### src/rtl/des_sbox_seq_if.sv
// Stream handshake bundle for the sequential DES substitution engine.
// Bit 1 of each word is its leftmost (most significant) bit.
interface des_sbox_seq_if #(
    parameter int NBOX = 8
) ();
    logic            in_valid;
    logic            in_ready;
    logic [1:6*NBOX] s_in;
    logic            out_valid;
    logic            out_ready;
    logic [1:4*NBOX] s_out;

    modport master (
        output in_valid, s_in, out_ready,
        input  in_ready, out_valid, s_out
    );

    modport slave (
        input  in_valid, s_in, out_ready,
        output in_ready, out_valid, s_out
    );
endinterface

### src/rtl/des_sbox_seq.sv
// Sequential DES S-box engine: NBOX run-time loadable 64x4 tables, LANES
// boxes resolved per cycle, valid/ready on both the input and output side.
module des_sbox_seq #(
    parameter int NBOX  = 8,
    parameter int LANES = 1,
    parameter int BW    = (NBOX > 1) ? $clog2(NBOX) : 1
) (
    input  logic          clk,
    input  logic          rst_n,
    input  logic          tbl_we,
    input  logic [BW-1:0] tbl_box,
    input  logic [5:0]    tbl_addr,
    input  logic [3:0]    tbl_data,
    output logic          tbl_wr_err,
    des_sbox_seq_if.slave bus,
    output logic          busy
);
    localparam int NSTEP = NBOX / LANES;
    localparam int CW    = (NSTEP > 1) ? $clog2(NSTEP) : 1;
    localparam logic [CW-1:0] LAST_STEP = CW'(NSTEP - 1);
    localparam logic [BW:0]   BOX_LIMIT = (BW + 1)'(NBOX);

    if (NBOX < 1 || LANES < 1 || (NBOX % LANES) != 0) begin : g_param_check
        $error("des_sbox_seq: NBOX must be >= 1 and an exact multiple of LANES");
    end

    typedef enum logic [1:0] {
        IDLE,
        RUN,
        DONE
    } state_t;

    state_t        state;
    state_t        state_next;
    logic [CW-1:0] counter;
    logic          accept;
    logic          wr_ok;

    logic [3:0]    tbl      [NBOX][64];
    logic [5:0]    in_slice [NBOX];
    logic [5:0]    in_box   [NBOX];
    logic [3:0]    out_box  [NBOX];
    logic [BW-1:0] lane_box [LANES];
    logic [3:0]    lane_res [LANES];

    assign busy          = (state != IDLE);
    assign bus.in_ready  = rst_n & ~busy & ~tbl_we;
    assign bus.out_valid = (state == DONE);
    assign accept        = bus.in_valid & bus.in_ready;
    assign wr_ok         = tbl_we & ~busy & ({1'b0, tbl_box} < BOX_LIMIT);

    for (genvar k = 0; k < NBOX; k++) begin : g_box
        assign in_slice[k]            = bus.s_in[6*k+1 +: 6];
        assign bus.s_out[4*k+1 +: 4] = out_box[k];
    end

    // Each lane addresses its table with {outer bits, inner four bits} of its slice.
    for (genvar l = 0; l < LANES; l++) begin : g_lane
        assign lane_box[l] = BW'(int'(counter) * LANES + l);
        assign lane_res[l] = tbl[lane_box[l]][{in_box[lane_box[l]][5],
                                               in_box[lane_box[l]][0],
                                               in_box[lane_box[l]][4:1]}];
    end

    always_ff @(posedge clk) begin
        if (!rst_n) begin
            state <= IDLE;
        end else begin
            state <= state_next;
        end
    end

    always_comb begin
        state_next = state;
        case (state)
            IDLE:    if (accept) state_next = RUN;
            RUN:     if (counter == LAST_STEP) state_next = DONE;
            DONE:    if (bus.out_ready) state_next = IDLE;
            default: state_next = IDLE;
        endcase
    end

    // Table writes only land while idle, so they can never race a lookup.
    always_ff @(posedge clk) begin
        if (!rst_n) begin
            counter    <= '0;
            tbl_wr_err <= 1'b0;
            for (int k = 0; k < NBOX; k++) begin
                out_box[k] <= '0;
                for (int e = 0; e < 64; e++) begin
                    tbl[k][e] <= '0;
                end
            end
        end else begin
            tbl_wr_err <= tbl_we & ~wr_ok;
            if (wr_ok) begin
                tbl[tbl_box][tbl_addr] <= tbl_data;
            end
            if (accept) begin
                counter <= '0;
                for (int k = 0; k < NBOX; k++) begin
                    in_box[k] <= in_slice[k];
                end
            end
            if (state == RUN) begin
                counter <= (counter == LAST_STEP) ? '0 : counter + 1'b1;
                for (int l = 0; l < LANES; l++) begin
                    out_box[lane_box[l]] <= lane_res[l];
                end
            end
        end
    end
endmodule

### src/flat_wrapper.sv
// flat-port wrapper written by rule: the top's interface ports become plain ports
module des_sbox_seq_flat 
#(
    parameter int NBOX  = 8,
    parameter int LANES = 1,
    parameter int BW    = (NBOX > 1) ? $clog2(NBOX) : 1
)
  (clk, rst_n, tbl_we, tbl_box, tbl_addr, tbl_data, tbl_wr_err, busy, bus_in_valid, bus_s_in, bus_out_ready, bus_in_ready, bus_out_valid, bus_s_out);
  des_sbox_seq_if #(.NBOX(NBOX)) bus_i ();
  input  logic clk;
  input  logic rst_n;
  input  logic tbl_we;
  input  logic [BW-1:0] tbl_box;
  input  logic [5:0] tbl_addr;
  input  logic [3:0] tbl_data;
  output logic tbl_wr_err;
  output logic busy;
  input wire logic [$bits(bus_i.in_valid)-1:0] bus_in_valid;
  input wire logic [$bits(bus_i.s_in)-1:0] bus_s_in;
  input wire logic [$bits(bus_i.out_ready)-1:0] bus_out_ready;
  output wire logic [$bits(bus_i.in_ready)-1:0] bus_in_ready;
  output wire logic [$bits(bus_i.out_valid)-1:0] bus_out_valid;
  output wire logic [$bits(bus_i.s_out)-1:0] bus_s_out;
  assign bus_i.in_valid = bus_in_valid;
  assign bus_i.s_in = bus_s_in;
  assign bus_i.out_ready = bus_out_ready;
  assign bus_in_ready = bus_i.in_ready;
  assign bus_out_valid = bus_i.out_valid;
  assign bus_s_out = bus_i.s_out;
  des_sbox_seq #(.NBOX(NBOX), .LANES(LANES), .BW(BW)) u_core (.clk(clk), .rst_n(rst_n), .tbl_we(tbl_we), .tbl_box(tbl_box), .tbl_addr(tbl_addr), .tbl_data(tbl_data), .tbl_wr_err(tbl_wr_err), .bus(bus_i), .busy(busy));
endmodule
### config.mk
export PLATFORM = sky130hd
export DESIGN_NAME = des_sbox_seq_flat
export DESIGN_NICKNAME = d
export VERILOG_FILES = /design/src/rtl/des_sbox_seq_if.sv /design/src/rtl/des_sbox_seq.sv /design/src/flat_wrapper.sv
export SDC_FILE = /design/constraint.sdc
export NUM_CORES = 2
export LEC_CHECK = 0
export ABC_AREA = 1
export CAP_MARGIN = 20
export CORE_MARGIN = 1
export CORE_UTILIZATION = 50
export DETAILED_ROUTE_END_ITERATION = 12
export PLACE_DENSITY_LB_ADDON = 0.1
export SLEW_MARGIN = 20
export SYNTH_ARGS = -nofsm -noshare
export SYNTH_HDL_FRONTEND = slang
export SYNTH_SLANG_ARGS = --single-unit
### constraint.sdc
create_clock -name clk -period 3.5 [get_ports clk]
set_input_delay 0.525 -clock clk [delete_from_list [all_inputs] [get_ports clk]]
set_output_delay 0.525 -clock clk [all_outputs]
set_load 0.05 [all_outputs]
==> impl_metrics.yaml <==
outcome:
  status: "complete, no violations"
min_path:
  min_path_type: "primary input to flop"
  min-delay-start: "bus_s_in[36]"
routing:
  drt_wl_total_um: 285000
  ant_nets: 0
  viasPerCell: 5.63
  drt_first_pass_iters: 7
  drc_errors: 0
  wl_met3_um: 23700
  dr_wl_met2_um: 136000
  drt-initial-drc-count: 8562
  vias: 76800
  wl_per_cell_um: 20.9
  wl_met1_um: 117000
  top_layer: "met4"
synthesis:
  avgSynthCellArea_um2: 9.13
  synth_warnings: 0
  ys_async_sr_fraction_pct: 0
  synth.distinct_cells: 24
  synth_fp_nets: 11000
  synth_edf_count: 2128
  syn-instance-count: 10900
  ys_seq_elements: 2137
  netlist_area_um2: 99800
  synth_seq_area_share_pct: 64.2
  synth_flop_cell: "edfxtp_1"
floorplan:
  core-area_um2: 198000
  fp-row-count: 163
  dieWidth_um: 449
  die_area_um2: 201000
  die_h_um: 449
  ios: 102
  initial_core_util_pct: 50.5
grt:
  overflow: 0
  grt_pass1_wl_um: 431000
  grt_usage_pct: 27.8
  antenna_found_initial: 6
  grt_max_degree: 127
  first_global_vias: 73200
clock_tree:
  worst_skew_pair.late_latency_ns: 0.89
  cts-root-buf: "clkbuf_16"
  cts_setup_buffers: 0
  cts.clk_slew.worst_paths_ns: 0.06
  cts_htree_levels: 4
  cts_inserted_buffers: 221
  cts_sinks: 2137
  clock_path_buffers: 3
  cts_tree: "built"
timing:
  setup-tns-final_ns: 0
  hold_ws_ns: 0.208
  skew_ns: 0.0322
  slew_headroom_pct: 35.4
  rsz0062_at_grt: "no"
  tightest_slew_ns: 0.969
  finalSetupViolCount: 0
  fmax_mhz: 296
  finalCritPeriodShare_pct: 96.4
  final-max-slew-violation-count: 0
  hold_violations: 0
  fin_crit_ns: 3.37
critical_path:
  critical-path-slowest-cell: "dfxtp_4"
  cp-start-kind: "flop"
  worstSetupEndpointType: "flop"
  max_stage_delay_ns: 0.48
  crit_path_frequent_cell: "nand3_1"
  crit_arrival_ns: 4.08
  cp_max_fo: 43
  crit_type: "flop to flop"
  required_ns: 4.21
  crit_chain: "buf_16 -> buf_16 -> nor2_1 -> nor2_1 -> o21ai_0 -> nand3_1 -> nand2_1 -> nand2_1 -> nand3_1 -> nand3_1 -> nand3_1 -> buf_4 -> nand3_1 -> nand3_4 -> a21oi_1"
cells_and_area:
  design_area_um2: 112000
  nets: 10900
  area.growth.synth_to_final_pct: 12.1
  final_layout_size_suffix_gt1_share_pct: 6.10
power_and_ir_drop:
  cellPowerDensity_nw_per_um2: 506
  ir_drop_mv: 0.548
  power_uw: 56600
  p_leak_uw: 0.0452
place:
  placed_area_um2: 105000
  globalplace.congestion: 0.877
  dp_hpwl_um: 175000
  io_buffers: 101
job:
  cap_violations: 0
-- logic make-up after synthesis --
group / Yosys count / synth area share, %
compound gates: 899 / 4.56
flops: 2137 / 64.2
buf+inv: 992 / 4.16
simple gates: 6906 / 27.1
fa+ha+maj: 2 / 0.0251
-- registers in the layout (all words and copies together), names as in the netlist, named ones only --
register / count
u_core.out_box: 32
u_core.tbl: 2048
u_core.state: 2
u_core.in_box: 48
u_core.tbl_wr_err: 1
u_core.counter: 3
-- worst max-delay path, delay by kind of cell, from the launching register on --
kind	cells	cell delay, ns
DFF	1	0.48
AOI/OAI and AO/OA	2	0.33
and+or+nand+nor	10	1.54
buffers and inverters	3	0.71
-- cells in the mapped netlist, types with 43 or more instances --
library cell | count | area (µm²)
buf_1 | 53 | 199
nand2_1 | 2404 | 9020
edfxtp_1 | 2128 | 63900
a21oi_1 | 46 | 230
inv_1 | 195 | 732
nand3_1 | 810 | 4050
buf_4 | 54 | 405
o21ai_0 | 795 | 3980
o21ai_1 | 43 | 215
nor2_1 | 3664 | 13800
buf_2 | 150 | 751
clkbuf_1 | 526 | 1970
-- cell type report --
type                       instances  area, µm²
clock inverter                   129       1160
antenna                            8       20.0
inverter                         204        820
tap                             2640       3300
multi-input combinational       7807      31700
timing repair buffer             429       4920
clock buffer                     282       5880
fill                           17500      85900
sequential                      2137      64100
-- worst paths after layout --
check,slack (ns),cells past startpoint,endpoint
setup / recovery,0.13,15,u_core.out_box[7][1]
hold / removal,0.21,1,u_core.in_box[1][0]
setup reg to reg,0.13,15,u_core.out_box[7][1]
hold reg to reg,0.55,2,u_core.tbl_wr_err
-- stage by stage --
step                cells  utilization (%)  worst slack (ns)
floorplan           10900                -            0.0769
global placement    13200             52.9             0.125
detailed placement  13200             52.9            0.0804
CTS                 13600             56.5            0.0646
global route        13600             56.6           0.00725
finish              13600             56.6             0.127
-- cell usage in the layout, fill, tap and decap left out, types with 2 or more instances in the layout --
master	n
a32o_1	7
o21ai_1	43
nor3_2	8
nor3_1	3
clkinv_8	2
edfxtp_1	2128
nand2_2	3
clkinv_1	57
dfxtp_1	6
buf_16	3
nand3_4	8
nand3_1	806
inv_16	4
nand4_1	6
inv_8	7
buf_4	213
clkinvlp_4	4
clkinv_2	40
buf_12	108
dfxtp_4	3
clkbuf_16	226
clkbuf_8	4
buf_6	2
ha_1	2
diode_2	8
nand3_2	4
o211ai_1	7
clkbuf_1	53
a21oi_1	46
bufinv_16	19
inv_6	5
nor2_1	3664
clkdlybuf4s50_1	100
inv_2	3
o21ai_0	795
nand2_4	3
nand2_1	2400
inv_1	192
-- report_power, final --
| part | internal (µW) | total [µW] | switching, µW |
|---|---|---|---|
| clock | 13200 | 23300 | 10000 |
| sequential | 28700 | 28900 | 194 |
| combinational | 1150 | 4490 | 3340 |
| total | 43100 | 56600 | 13600 |
-- routing by layer --
metal,global-route usage (%),vias to the layer above
li1,-,36000
met1,37.5,37100
met2,46.0,3265
met3,3.98,471
met4,9.60,0
met5,0,-
-- timing repair --
| action | 4_1_cts | 5_1_grt |
|---|---|---|
| hold buffers | 1 | 0 |
| endpoints found under the hold margin | 5 | 0 |
| setup endpoints to repair | 0 | 32 |
| gates resized for setup | 0 | 17 |
(Power assumes the default switching activity.)
